===== src/rtl/remote_comm_if.sv =====
`default_nettype none
// ============================================================================
//  Module      : remote_comm_if
//  Description : Command / serial-line bundle between the host side and the
//                remote_comm UART link (command strobe, status, response and
//                the TX/RX serial pins).
//  Revision    : 1.0 - initial release
// ============================================================================
interface remote_comm_if;
   logic [15:0] cmd;
   logic        send_cmd;
   logic        TX;
   logic        RX;
   logic        busy;
   logic        cmd_sent;
   logic [7:0]  resp;
   logic        resp_rdy;

   // Host / stimulus side
   modport master (
      output cmd, send_cmd, RX,
      input  TX, busy, cmd_sent, resp, resp_rdy
   );

   // remote_comm side
   modport slave (
      input  cmd, send_cmd, RX,
      output TX, busy, cmd_sent, resp, resp_rdy
   );
endinterface
`default_nettype wire


===== src/rtl/remote_comm.sv =====
`default_nettype none
// ============================================================================
//  Module      : remote_comm
//  Description : Sends a 16-bit command as two back-to-back 8N1 frames (high
//                byte first) and receives single-byte 8N1 responses.
//  Revision    : 1.0 - initial release
// ============================================================================
module remote_comm #(
   parameter int BAUD_DIV = 2604
) (
   input  logic          clk,
   input  logic          rst,
   remote_comm_if.slave  bus
);

   localparam int              CNT_W    = (BAUD_DIV > 1) ? $clog2(BAUD_DIV) : 1;
   localparam logic [CNT_W-1:0] CNT_LAST = CNT_W'(BAUD_DIV - 1);
   localparam logic [CNT_W-1:0] CNT_HALF = CNT_W'(BAUD_DIV / 2);

   typedef enum logic [1:0] {
      TX_IDLE = 2'd0,
      TX_HIGH = 2'd1,
      TX_LOW  = 2'd2
   } tx_state_t;

   typedef enum logic [1:0] {
      RX_IDLE  = 2'd0,
      RX_START = 2'd1,
      RX_DATA  = 2'd2,
      RX_STOP  = 2'd3
   } rx_state_t;

   // ---------------------------------------------------------------- TX ----
   tx_state_t        tx_state, tx_state_nxt;
   logic [CNT_W-1:0] tx_cnt, tx_cnt_nxt;
   logic [3:0]       tx_idx, tx_idx_nxt;
   logic [15:0]      hold;
   logic [7:0]       tx_byte;
   logic             tx_bit;
   logic             tx_line;
   logic             busy_q;
   logic             cmd_sent_q;
   logic             accept;

   // Outputs are registered one cycle behind the state, so busy_q (not the
   // state) gates acceptance: busy stays high through the final idle cycle.
   assign accept = bus.send_cmd && (tx_state == TX_IDLE) && !busy_q;

   // TX next-state, bit timing and current line value
   always_comb begin
      tx_state_nxt = tx_state;
      tx_cnt_nxt   = tx_cnt;
      tx_idx_nxt   = tx_idx;
      tx_byte      = (tx_state == TX_HIGH) ? hold[15:8] : hold[7:0];
      tx_bit       = 1'b1;
      case (tx_state)
         TX_IDLE: begin
            if (accept) begin
               tx_state_nxt = TX_HIGH;
               tx_cnt_nxt   = '0;
               tx_idx_nxt   = 4'd0;
            end
         end
         TX_HIGH, TX_LOW: begin
            if (tx_idx == 4'd0)
               tx_bit = 1'b0;
            else if (tx_idx <= 4'd8)
               tx_bit = tx_byte[3'(tx_idx - 4'd1)];
            if (tx_cnt == CNT_LAST) begin
               tx_cnt_nxt = '0;
               if (tx_idx == 4'd9) begin
                  tx_idx_nxt   = 4'd0;
                  tx_state_nxt = (tx_state == TX_HIGH) ? TX_LOW : TX_IDLE;
               end else begin
                  tx_idx_nxt = tx_idx + 4'd1;
               end
            end else begin
               tx_cnt_nxt = tx_cnt + CNT_W'(1);
            end
         end
         default: tx_state_nxt = TX_IDLE;
      endcase
   end

   // TX state register, holding register and registered status outputs
   always_ff @(posedge clk) begin
      if (rst) begin
         tx_state   <= TX_IDLE;
         tx_cnt     <= '0;
         tx_idx     <= 4'd0;
         hold       <= 16'h0000;
         tx_line    <= 1'b1;
         busy_q     <= 1'b0;
         cmd_sent_q <= 1'b0;
      end else begin
         tx_state <= tx_state_nxt;
         tx_cnt   <= tx_cnt_nxt;
         tx_idx   <= tx_idx_nxt;
         if (accept)
            hold <= bus.cmd;
         tx_line <= tx_bit;
         busy_q  <= (tx_state != TX_IDLE);
         if (accept)
            cmd_sent_q <= 1'b0;
         else if ((tx_state == TX_IDLE) && busy_q)
            cmd_sent_q <= 1'b1;
      end
   end

   // ---------------------------------------------------------------- RX ----
   rx_state_t        rx_state, rx_state_nxt;
   logic [CNT_W-1:0] rx_cnt, rx_cnt_nxt, rx_cnt_inc;
   logic [2:0]       rx_idx, rx_idx_nxt;
   logic [7:0]       rx_shift, rx_shift_nxt;
   logic             rx_meta, rx_sync, rx_prev;
   logic             rx_good;
   logic [7:0]       resp_q;
   logic             resp_rdy_q;

   assign rx_cnt_inc = (rx_cnt == CNT_LAST) ? '0 : rx_cnt + CNT_W'(1);

   // RX next-state: edge detect, mid-bit sampling, framing check
   always_comb begin
      rx_state_nxt = rx_state;
      rx_cnt_nxt   = rx_cnt;
      rx_idx_nxt   = rx_idx;
      rx_shift_nxt = rx_shift;
      rx_good      = 1'b0;
      case (rx_state)
         RX_IDLE: begin
            // The detect cycle counts as offset 0 of the start bit
            if (rx_prev && !rx_sync) begin
               rx_state_nxt = RX_START;
               rx_cnt_nxt   = CNT_W'(1);
               rx_idx_nxt   = 3'd0;
            end
         end
         RX_START: begin
            rx_cnt_nxt = rx_cnt_inc;
            if ((rx_cnt == CNT_HALF) && rx_sync)
               rx_state_nxt = RX_IDLE;       // start bit gone by mid-bit: glitch
            else if (rx_cnt == CNT_LAST)
               rx_state_nxt = RX_DATA;
         end
         RX_DATA: begin
            rx_cnt_nxt = rx_cnt_inc;
            if (rx_cnt == CNT_HALF)
               rx_shift_nxt = {rx_sync, rx_shift[7:1]};
            if (rx_cnt == CNT_LAST) begin
               if (rx_idx == 3'd7)
                  rx_state_nxt = RX_STOP;
               else
                  rx_idx_nxt = rx_idx + 3'd1;
            end
         end
         RX_STOP: begin
            rx_cnt_nxt = rx_cnt_inc;
            if (rx_cnt == CNT_HALF) begin
               rx_state_nxt = RX_IDLE;
               rx_good      = rx_sync;
            end
         end
         default: rx_state_nxt = RX_IDLE;
      endcase
   end

   // RX synchronizer, state register and response registers
   always_ff @(posedge clk) begin
      if (rst) begin
         rx_meta    <= 1'b1;
         rx_sync    <= 1'b1;
         rx_prev    <= 1'b1;
         rx_state   <= RX_IDLE;
         rx_cnt     <= '0;
         rx_idx     <= 3'd0;
         rx_shift   <= 8'h00;
         resp_q     <= 8'h00;
         resp_rdy_q <= 1'b0;
      end else begin
         rx_meta  <= bus.RX;
         rx_sync  <= rx_meta;
         rx_prev  <= rx_sync;
         rx_state <= rx_state_nxt;
         rx_cnt   <= rx_cnt_nxt;
         rx_idx   <= rx_idx_nxt;
         rx_shift <= rx_shift_nxt;
         // A completing frame takes priority over the clear from a new command
         if (rx_good) begin
            resp_q     <= rx_shift;
            resp_rdy_q <= 1'b1;
         end else if (accept) begin
            resp_rdy_q <= 1'b0;
         end
      end
   end

   assign bus.TX       = tx_line;
   assign bus.busy     = busy_q;
   assign bus.cmd_sent = cmd_sent_q;
   assign bus.resp     = resp_q;
   assign bus.resp_rdy = resp_rdy_q;

endmodule
`default_nettype wire


===== src/flat_wrapper.sv =====
// flat-port wrapper written by rule: the top's interface ports become plain ports
module remote_comm_flat 
#(
   parameter int BAUD_DIV = 2604
)
  (clk, rst, bus_cmd, bus_send_cmd, bus_RX, bus_TX, bus_busy, bus_cmd_sent, bus_resp, bus_resp_rdy);
  remote_comm_if bus_i ();
  input  logic clk;
  input  logic rst;
  input wire logic [$bits(bus_i.cmd)-1:0] bus_cmd;
  input wire logic [$bits(bus_i.send_cmd)-1:0] bus_send_cmd;
  input wire logic [$bits(bus_i.RX)-1:0] bus_RX;
  output wire logic [$bits(bus_i.TX)-1:0] bus_TX;
  output wire logic [$bits(bus_i.busy)-1:0] bus_busy;
  output wire logic [$bits(bus_i.cmd_sent)-1:0] bus_cmd_sent;
  output wire logic [$bits(bus_i.resp)-1:0] bus_resp;
  output wire logic [$bits(bus_i.resp_rdy)-1:0] bus_resp_rdy;
  assign bus_i.cmd = bus_cmd;
  assign bus_i.send_cmd = bus_send_cmd;
  assign bus_i.RX = bus_RX;
  assign bus_TX = bus_i.TX;
  assign bus_busy = bus_i.busy;
  assign bus_cmd_sent = bus_i.cmd_sent;
  assign bus_resp = bus_i.resp;
  assign bus_resp_rdy = bus_i.resp_rdy;
  remote_comm #(.BAUD_DIV(BAUD_DIV)) u_core (.clk(clk), .rst(rst), .bus(bus_i));
endmodule

===== config.mk =====
export PLATFORM = sky130hd
export DESIGN_NAME = remote_comm_flat
export DESIGN_NICKNAME = d
export VERILOG_FILES = /design/src/rtl/remote_comm_if.sv /design/src/rtl/remote_comm.sv /design/src/flat_wrapper.sv
export SDC_FILE = /design/constraint.sdc
export NUM_CORES = 1
export LEC_CHECK = 0
export CORE_UTILIZATION = 43
export DETAILED_ROUTE_END_ITERATION = 6
export PLACE_DENSITY = 0.69
export SYNTH_ARGS = -nofsm -noshare
export SYNTH_HDL_FRONTEND = slang
export SYNTH_SLANG_ARGS = --single-unit

===== constraint.sdc =====
create_clock -name clk -period 2.9 [get_ports clk]
set_input_delay 0.29 -clock clk [delete_from_list [all_inputs] [get_ports clk]]
set_output_delay 0.29 -clock clk [all_outputs]
set_load 0.01 [all_outputs]

Yosys cells after proc, flatten, opt, wreduce, memory -nomap -nowiden
Index checks and enable logic that the tools add are counted.
- bits in registers: 74
- word-level logic and storage cells: 102
- output and inout bits: 12
- order comparisons: 2
- add/subtract/negate cells: 5
- equal/unequal tests: 19
- bitwise logic cells: 1
- multiplexer cells: 35
- reductions and logical operators: 24
- operators with widths (kind ; count):
    2-to-1 mux 12 bit ; 4
    case mux 12 bit (2 select lines) ; 2
    adder 12 x 1 -> 12 bit (second input constant) ; 2
    == test 12 bit (second input constant) ; 2
    2-to-1 mux 2 bit ; 10
    != test 2 x 1 -> 1 bit (second input constant) ; 7
    == test 12 x 11 -> 1 bit (second input constant) ; 1
    2-to-1 mux 4 bit ; 3
    2-to-1 mux 3 bit ; 3
    2-to-1 mux 8 bit ; 1
    case mux 2 bit (4 select lines) ; 1
    case mux 4 bit (2 select lines) ; 1
    nonzero test 2 bit ; 4
    2-to-1 mux 1 bit ; 7
    == test 2 bit (second input constant) ; 3
    case mux 3 bit (2 select lines) ; 1
    AND reduction 3 bit ; 2
    OR reduction 2 bit ; 3
    logical AND 1 bit ; 5
    AND reduction 5 bit ; 1
    adder 4 x 1 -> 4 bit (second input constant) ; 1
    == test 2 x 1 -> 1 bit (second input constant) ; 2
    == test 4 bit (second input constant) ; 1
    <= comparator 4 bit (second input constant) ; 1
    15 further kinds ; 18

Logic depth before layout (Yosys ltp)
Gate-level depths: netlist (run 1).
- word-level depth: 6
- mapped depth: 8
- gate-level depth less buffers: 7

Worst setup path before layout (run 1)
No wires, ideal clock.
- kind: reg-to-reg
- from: register u_core.tx_idx[0]
- to: register u_core.tx_line, in the netlist u_core.bus.TX
- library setup time: 0.132 ns
- data required time: 2.768 ns
- cell stages (with the launch flop): 9
- clock period less this slack: 2.312 ns
- slack: 0.588 ns
- data arrival time: 2.179 ns
- path through: dfxtp_1 -> clkbuf_1 -> inv_1 -> ha_1 -> xor2_1 -> mux2i_1 -> mux2i_1 -> maj3_1 -> or3b_2
- cells in the longest elaborated chain, start to end: 5
- ends and longest elaborated chain (item ; RTL line ; source):
    from (decl) ; remote_comm.sv:36 ; logic [3:0] tx_idx, tx_idx_nxt;
    from (signal assigned) ; remote_comm.sv:98 ; tx_idx <= tx_idx_nxt;
    subtractor 3 x 1 -> 3 bit ; remote_comm.sv:68 ; tx_bit = tx_byte[3'(tx_idx - 4'd1)];
    binary-select mux 1 bit (select 3 bit) ; remote_comm.sv:68 ;
    2-to-1 mux 1 bit (not written as such) ; remote_comm.sv:68 ;
    2-to-1 mux 1 bit ; remote_comm.sv:67 ; else if (tx_idx <= 4'd8)
    2-to-1 mux 1 bit * ; remote_comm.sv:65 ; if (tx_idx == 4'd0)
    to (signal assigned) ; remote_comm.sv:101 ; tx_line <= tx_bit;
    to (decl) ; remote_comm.sv:40 ; logic tx_line;
Every way passes the cells marked *; elsewhere a longest branch is shown, timed or not. The select of a mux whose other input is x is not followed.
A chain may end at the register's enable or synchronous reset.

Worst setup path after layout (run 1)
- from: register u_core.tx_state[1]
- to: register u_core.tx_line, in the netlist u_core.bus.TX
- cells in the longest elaborated chain, start to end: 6
- ends and longest elaborated chain (item ; RTL line ; source):
    from (decl) ; remote_comm.sv:34 ; tx_state_t tx_state, tx_state_nxt;
    from (signal assigned) ; remote_comm.sv:96 ; tx_state <= tx_state_nxt;
    == test 2 x 1 -> 1 bit ; remote_comm.sv:54, remote_comm.sv:56 ;
    2-to-1 mux 8 bit ; remote_comm.sv:54 ; tx_byte = (tx_state == TX_HIGH) ? hold[15:8] : hold[7:0];
    binary-select mux 1 bit (select 3 bit) ; remote_comm.sv:68 ;
    2-to-1 mux 1 bit (not written as such) ; remote_comm.sv:68 ;
    2-to-1 mux 1 bit ; remote_comm.sv:67 ;
    2-to-1 mux 1 bit ; remote_comm.sv:65 ;
Parallel ways exist; a longest one is shown, timed or not. The select of a mux whose other input is x is not followed.

==> results of run 1 <==
-- power groups by stage --
stage	Clock, mW	Sequential [mW]	Combinational, mW
6_report	0.776	1.17	0.659
5_1_grt	0.836	1.19	0.749
4_1_cts	0.800	1.17	0.664
3_5_place_dp	0	1.19	0.662
3_3_place_gp	0	1.19	0.644
2_1_floorplan	0	1.17	0.505
-- sequential cells by signal (all words and copies together) (netlist names), 2 cells and up, named ones only --
signal and flops:
u_core.rx_idx 3, u_core.hold 16, u_core.tx_cnt 12, u_core.tx_state 2, u_core.bus.resp 8, u_core.rx_shift 8
u_core.rx_cnt 12, u_core.tx_idx 4
-- layer usage --
metal / wire length, um / GRT usage (%) / vias up
met5: 0 / 0 / -
met3: 222 / 4.12 / 4
met2: 3050 / 29.3 / 50
met4: 38 / 5.03 / 0
li1: - / - / 1419
met1: 3220 / 21.2 / 1272
-- layout by cell type, fill, tap and decap left out, drive strengths merged, types with 2 or more instances in the layout --
cell           count
a211oi             4
a21oi             31
a22oi              3
a311oi             5
a31oi              2
a41oi              2
and3               3
and4               2
buf                6
clkbuf             9
clkdlybuf4s50     30
dfxtp             74
ha                13
inv               19
mux2i             21
mux4               4
nand2             60
nand2b             3
nand3              9
nand3b             7
nand4              4
nor2              46
nor2b              3
nor3               7
o21ai             17
or2                3
or3                4
or4                2
or4b               2
xnor2              4
xor2               6
-- kinds of logic (layout without fill, tap and decap cells) --
family	Yosys count	in the layout	synth area share, %
XOR/XNOR	10	10	2.58
multiplexers	25	25	8.84
AO/OA/AOI/OAI	71	71	12.9
buffers and inverters	33	65	3.68
flip-flops	74	74	43.6
AND/OR/NAND/NOR	164	164	23.3
adder cells (fa/ha/maj)	14	14	5.08
-- worst max-delay path, cell delays in order, from the launching register on --
cell                      delay, ns
sky130_fd_sc_hd__dfxtp_1       0.33
sky130_fd_sc_hd__inv_1         0.10
sky130_fd_sc_hd__ha_1          0.32
sky130_fd_sc_hd__mux4_2        0.55
sky130_fd_sc_hd__mux2i_1       0.16
sky130_fd_sc_hd__mux2i_1       0.10
sky130_fd_sc_hd__maj3_1        0.34
sky130_fd_sc_hd__or3b_2        0.43
-- metrics by stage --
step                power, mW  util, %  hold slack (ns)  cell area, um^2
floorplan                1.67        -            0.389             3400
global placement         1.84     49.3            0.412             3790
detailed placement       1.86     49.3            0.419             3790
CTS                      2.64     51.8            0.433             3980
global route             2.77     51.8            0.443             3980
finish                   2.61     51.8            0.422             3980
-- worst min-delay path by stage --
| stage | end | cells after the start | startpoint |
|---|---|---|---|
| CTS | u_core.rx_sync | 1 | u_core.rx_meta |
| floorplan | u_core.rx_sync | 1 | u_core.rx_meta |
| finish | u_core.rx_sync | 1 | u_core.rx_meta |
| detailed placement | u_core.rx_sync | 1 | u_core.rx_meta |
| global placement | u_core.rx_sync | 1 | u_core.rx_meta |
| global route | u_core.rx_sync | 1 | u_core.rx_meta |
-- area by class of cell --
| type | instances | area [um^2] | area share, % |
|---|---|---|---|
| flip-flops and latches | 74 | 1480 | 37.2 |
| repair buffers | 36 | 343 | 8.61 |
| multi-input cells | 284 | 1790 | 45.0 |
| clock buffers | 9 | 124 | 3.11 |
| well taps | 102 | 128 | 3.21 |
| inverters | 13 | 48.8 | 1.23 |
| clock inverters | 7 | 66.3 | 1.67 |
==> impl_metrics.csv, run 1 <==
group,metric,value,unit
clocking,insertion_delay,0.35,ns
cells_and_area,area_delta_synth_final,17.2,%
place,place_ws,0.445,ns
global_route,first_global_vias,2648,
die,starting_density_of_the_core,44.2,%
die,floorplan.rows,32,
synth,syn-cell-area,3400,um^2
place,dpl.cell_count,509,
synth,syn-instance-count,391,
sta,setup_viol_count_final,0,
synth,synth-edff-count,0,
synth,synth_common_cells,"sky130_fd_sc_hd__dfxtp_1, sky130_fd_sc_hd__nand2_1, sky130_fd_sc_hd__nor2_1",
die,boundaryPins,32,
cells_and_area,layout-drive-gt1-share,8.75,%
routing,postRouteAntennaNets,0,
sta,fin_setup_tns,0,ns
cells_and_area,layoutNonFillerInstCount,525,
synth,ys_dominant_reg_cell,"sky130_fd_sc_hd__dfxtp_1",
synth,syn_nets,424,
routing,detailedRoute.firstIterationViolations,141,
place,detailedPlacementHpwl,4410,um
routing,via_count,2745,
power_and_ir_drop,internal-power,1.73,mW
sta,worst_slew_pin_slew,1.11,ns
clocking,register_clock_pin_slew_on_the_reported_worst_setup_and_hold_paths,0.09,ns
routing,drt_pre_antenna_iters,4,
cells_and_area,insertedDiodeCount,0,
sta,finalWorstSetupSlack,0.455,ns
place,gp_congestion,0.812,
global_route,grt_overflow,0,
die,design.die.area,8260,um^2
sta,clock.fmax,409,MHz
synth,synth_top_cell_area_share,43.6,%
sta,final-hold-violation-count,0,
synth,asyncSetResetFlopFracSynth,0,%
synth,syn_area_per_cell,8.69,um^2
synth,yosysMostFrequentCell,"sky130_fd_sc_hd__dfxtp_1",
power_and_ir_drop,max-vdd-ir-drop,0.000363,V
setup_path,r2r.worst_path.cells,7,
setup_path,worstSetupPathType,"flip-flop to flip-flop",
power_and_ir_drop,power-per-cell-area,655,nW/um^2
synth,post_synth_main_area_contributors,"sky130_fd_sc_hd__dfxtp_1, sky130_fd_sc_hd__nand2_1, sky130_fd_sc_hd__mux2i_1, sky130_fd_sc_hd__nor2_1, sky130_fd_sc_hd__ha_1",
global_route,grt_start_max_net_pins,64,
routing,routed_wl_per_cell,12.4,um
setup_path,timing.critical_path.from_type,"flip-flop",
synth,synth_sequential_area_ratio,43.6,%
sta,relSlewSlack,26.1,%
power_and_ir_drop,power.share.sequential,44.9,%
clocking,cts_setup_buffers,0,
clocking,ctsHoldBuffers,0,
global_route,grt_first_pass_wirelength,11600,um
synth,synth_largest_area_cell,"sky130_fd_sc_hd__dfxtp_1",
clocking,cts-resized-gates,0,
power_and_ir_drop,swShare,33.7,%
setup_path,timing.critical_path.fanout_max,5,
power_and_ir_drop,power_frac_comb,25.3,%
sta,final.setup_skew,0.0145,ns
synth,ys_warn_count,0,
sta,rsz0062_at_grt,"no",
outcome,run_status,"finished, final reports clean",
place,number_of_i_o_port_buffers,31,
sta,max_slew_vio_count,0,
global_route,initial_antenna_violation_count,0,
die,fp.dieW,90.9,um
power_and_ir_drop,power.share.clock,29.8,%
clocking,cts-htree-levels,3,
clocking,tritoncts,"yes",
setup_path,worstSetupEndpoint,"u_core.bus.TX",
clocking,cts-root-to-sink-buffers,2,
setup_path,register_to_register_setup_slack,0.46,ns
setup_path,critical_path_required,3.13,ns
die,floorplan.die.height,90.9,um
routing,detail_route.wirelength,6530,um
routing,avgViaCountPerCell,5.23,
sta,min_period_over_period,84.3,%
die,design.core.area,7690,um^2
setup_path,rr_startpoint,"u_core.tx_state[1]",
run,total_of_max_cap_violations,0,
synth,cell_variety_after_synth,50,
setup_path,critical_path.reg2reg.endpoint,"u_core.bus.TX",
power_and_ir_drop,leakage,1.52,nW
clocking,root_buffer,"sky130_fd_sc_hd__clkbuf_8",
power_and_ir_drop,switching_power,879,uW
routing,drcViolationCount,0,
clocking,clkSinkCount,74,
cells_and_area,nets,451,
setup_path,worst_ep_arrival_time,2.68,ns
setup_path,endpoint_kind,"flip-flop",
sta,min_period,2.44,ns
setup_path,timing.critical_path.from,"u_core.tx_state[1]",
cells_and_area,fillCellCount,741,
worst_hold_path,worstHoldPathType,"flip-flop to flip-flop",
global_route,grtUsageTotal,17.1,%
synth,ys_seq_elements,74,
clocking,tritoncts.num_buffers,9,
No activity file was read; power rests on OpenSTA's default activity.
==> inputs of run 2 (changes only) <==
Clock period 2.9 ns to 2.4 ns, I/O delays scaled along.
==> impl_metrics.csv, run 2 (same netlist as run 1, synthesis figures left out) <==
group,metric,value,unit
outcome,run_status,"finished, final reports clean",
routing,detailedRoute.firstIterationViolations,95,
setup_path,register_to_register_setup_slack,0.12,ns
setup_path,worst_ep_arrival_time,2.56,ns
worst_hold_path,hold_path_end,"u_core.hold[3]",
routing,avgViaCountPerCell,5.22,
cells_and_area,area_delta_synth_final,21.1,%
sta,final-hold-violation-count,0,
power_and_ir_drop,fin_total_pwr,3.32,mW
die,fp.dieW,90.9,um
cells_and_area,reg_top3,"u_core.hold x16, u_core.rx_cnt x12, u_core.tx_cnt x12",
clocking,root_buffer,"sky130_fd_sc_hd__clkbuf_8",
setup_path,endpoint_kind,"flip-flop",
global_route,grt_start_max_net_pins,46,
setup_path,timing.critical_path.from_type,"flip-flop",
global_route,first_global_vias,2643,
die,boundaryPins,32,
cells_and_area,nets,461,
setup_path,worstSetupPathType,"flip-flop to flip-flop",
die,design.die.area,8260,um^2
die,floorplan.rows,32,
worst_hold_path,hold_path.startpoint,"bus_cmd[3]",
cells_and_area,flip_flop_count_of_the_largest_register_all_copies_and_words_added,16,
setup_path,timing.critical_path.fanout_max,8,
power_and_ir_drop,max-vdd-ir-drop,0.000446,V
die,design.core.area,7690,um^2
sta,setup_viol_count_final,0,
worst_hold_path,worstHoldPathType,"primary input to flip-flop",
setup_path,critical_path_required,2.68,ns
place,detailedPlacementHpwl,4630,um
clocking,tritoncts.num_buffers,9,
die,starting_density_of_the_core,44.2,%
clocking,tritoncts,"yes",
power_and_ir_drop,power-per-cell-area,808,nW/um^2
setup_path,r2r.worst_path.cells,5,
global_route,grt_first_pass_wirelength,11600,um
cells_and_area,fillCellCount,726,
sta,rsz0062_at_grt,"no",
clocking,cts-htree-levels,3,
sta,relSlewSlack,47.7,%
die,floorplan.die.height,90.9,um
global_route,grtUsageTotal,17.3,%
setup_path,critical_path.reg2reg.endpoint,"u_core.tx_idx[3]",
cells_and_area,final_cell_mix,"sky130_fd_sc_hd__dfxtp_1, sky130_fd_sc_hd__nand2_1, sky130_fd_sc_hd__nor2_1",
clocking,insertion_delay,0.35,ns
routing,detail_route.wirelength,6600,um
routing,drcViolationCount,0,
setup_path,rr_startpoint,"u_core.tx_cnt[6]",
sta,fin_setup_tns,0,ns
place,number_of_i_o_port_buffers,31,
cells_and_area,largest-register,"u_core.hold",
cells_and_area,multi_input_area,1820,um^2
routing,drt_pre_antenna_iters,4,
cells_and_area,register_area,1490,um^2
clocking,cts-root-to-sink-buffers,2,
global_route,grt_overflow,0,
routing,postRouteAntennaNets,0,
worst_hold_path,hold-path-cell-count,3,
clocking,cts_setup_buffers,0,
sta,worst_slew_pin_slew,0.785,ns
sta,max_slew_vio_count,0,
place,gp_congestion,0.791,
run,total_of_max_cap_violations,0,
power_and_ir_drop,leakage,1.59,nW
clocking,register_clock_pin_slew_on_the_reported_worst_setup_and_hold_paths,0.08,ns
cells_and_area,layout-drive-gt1-share,12.2,%
clocking,clkSinkCount,74,
cells_and_area,insertedDiodeCount,0,
sta,clock.fmax,438,MHz
cells_and_area,final_common_cell,"sky130_fd_sc_hd__dfxtp_1",
sta,min_period_over_period,95.0,%
sta,min_period,2.28,ns
global_route,initial_antenna_violation_count,0,
routing,routed_wl_per_cell,12.3,um
sta,final.setup_skew,0.00787,ns
routing,via_count,2793,
[run 2: how the worst max path moves through the flow]
stage                        from                to  slack (ns)
3_5_place_dp   u_core.tx_state[1]     u_core.bus.TX       -0.09
2_1_floorplan    u_core.tx_idx[0]     u_core.bus.TX        0.09
3_3_place_gp   u_core.tx_state[1]     u_core.bus.TX        0.08
5_1_grt          u_core.tx_cnt[6]  u_core.tx_idx[1]       0.003
6_report         u_core.tx_cnt[6]  u_core.tx_idx[3]        0.12
4_1_cts          u_core.tx_idx[0]     u_core.bus.TX        0.02
[run 2: what timing repair did]
| action | in CTS | in global routing |
|---|---|---|
| hold buffers | 0 | 0 |
| resized for setup | 2 | 6 |
| endpoints found under the setup margin | 1 | 4 |
[run 2: final cells by class]
cell class	instances	area share, %
clock buffer	9	3.01
inverter	13	1.19
sequential	74	36.1
clock inverter	7	2.28
timing repair buffer	46	10.2
tap	102	3.10
multi-input combinational	284	44.1
[run 2: critical path, cell delays in order, from the launching register on]
cell                       delay (ns)
sky130_fd_sc_hd__dfxtp_1         0.36
sky130_fd_sc_hd__or4b_1          0.59
sky130_fd_sc_hd__o41ai_4         0.41
sky130_fd_sc_hd__nand3b_2        0.21
sky130_fd_sc_hd__or4_1           0.50
sky130_fd_sc_hd__a21oi_1         0.14
[run 2: metal layers]
metal  vias up  global-route usage, %  wire length, um  part of all wire, %
li1       1438                      -                -                    -
met1      1314                   20.6             3130                   47
met2        30                   29.9             3190                   48
met3        11                   5.47              207                  3.1
met5         -                      0                0                    0
met4         0                   4.63               74                  1.1
[run 2: stage by stage]
stage	utilization (%)	hold WS (ns)	cell area, um^2	setup slack [ns]	instances
after floorplan	-	0.344	3400	0.0883	391
final	53.5	0.435	4110	0.119	535
after detailed placement	50.3	0.415	3870	-0.0941	519
after CTS	53.3	0.418	4100	0.0205	535
after global placement	50.3	0.417	3870	0.0800	519
after global routing	53.5	0.423	4110	0.00297	535
[run 2: power breakdown]
part           leakage, nW  internal, mW  switching, mW
sequential           0.601          1.33         0.0758
combinational        0.885         0.398          0.472
clock                0.105         0.582          0.460
total                 1.59          2.32           1.01
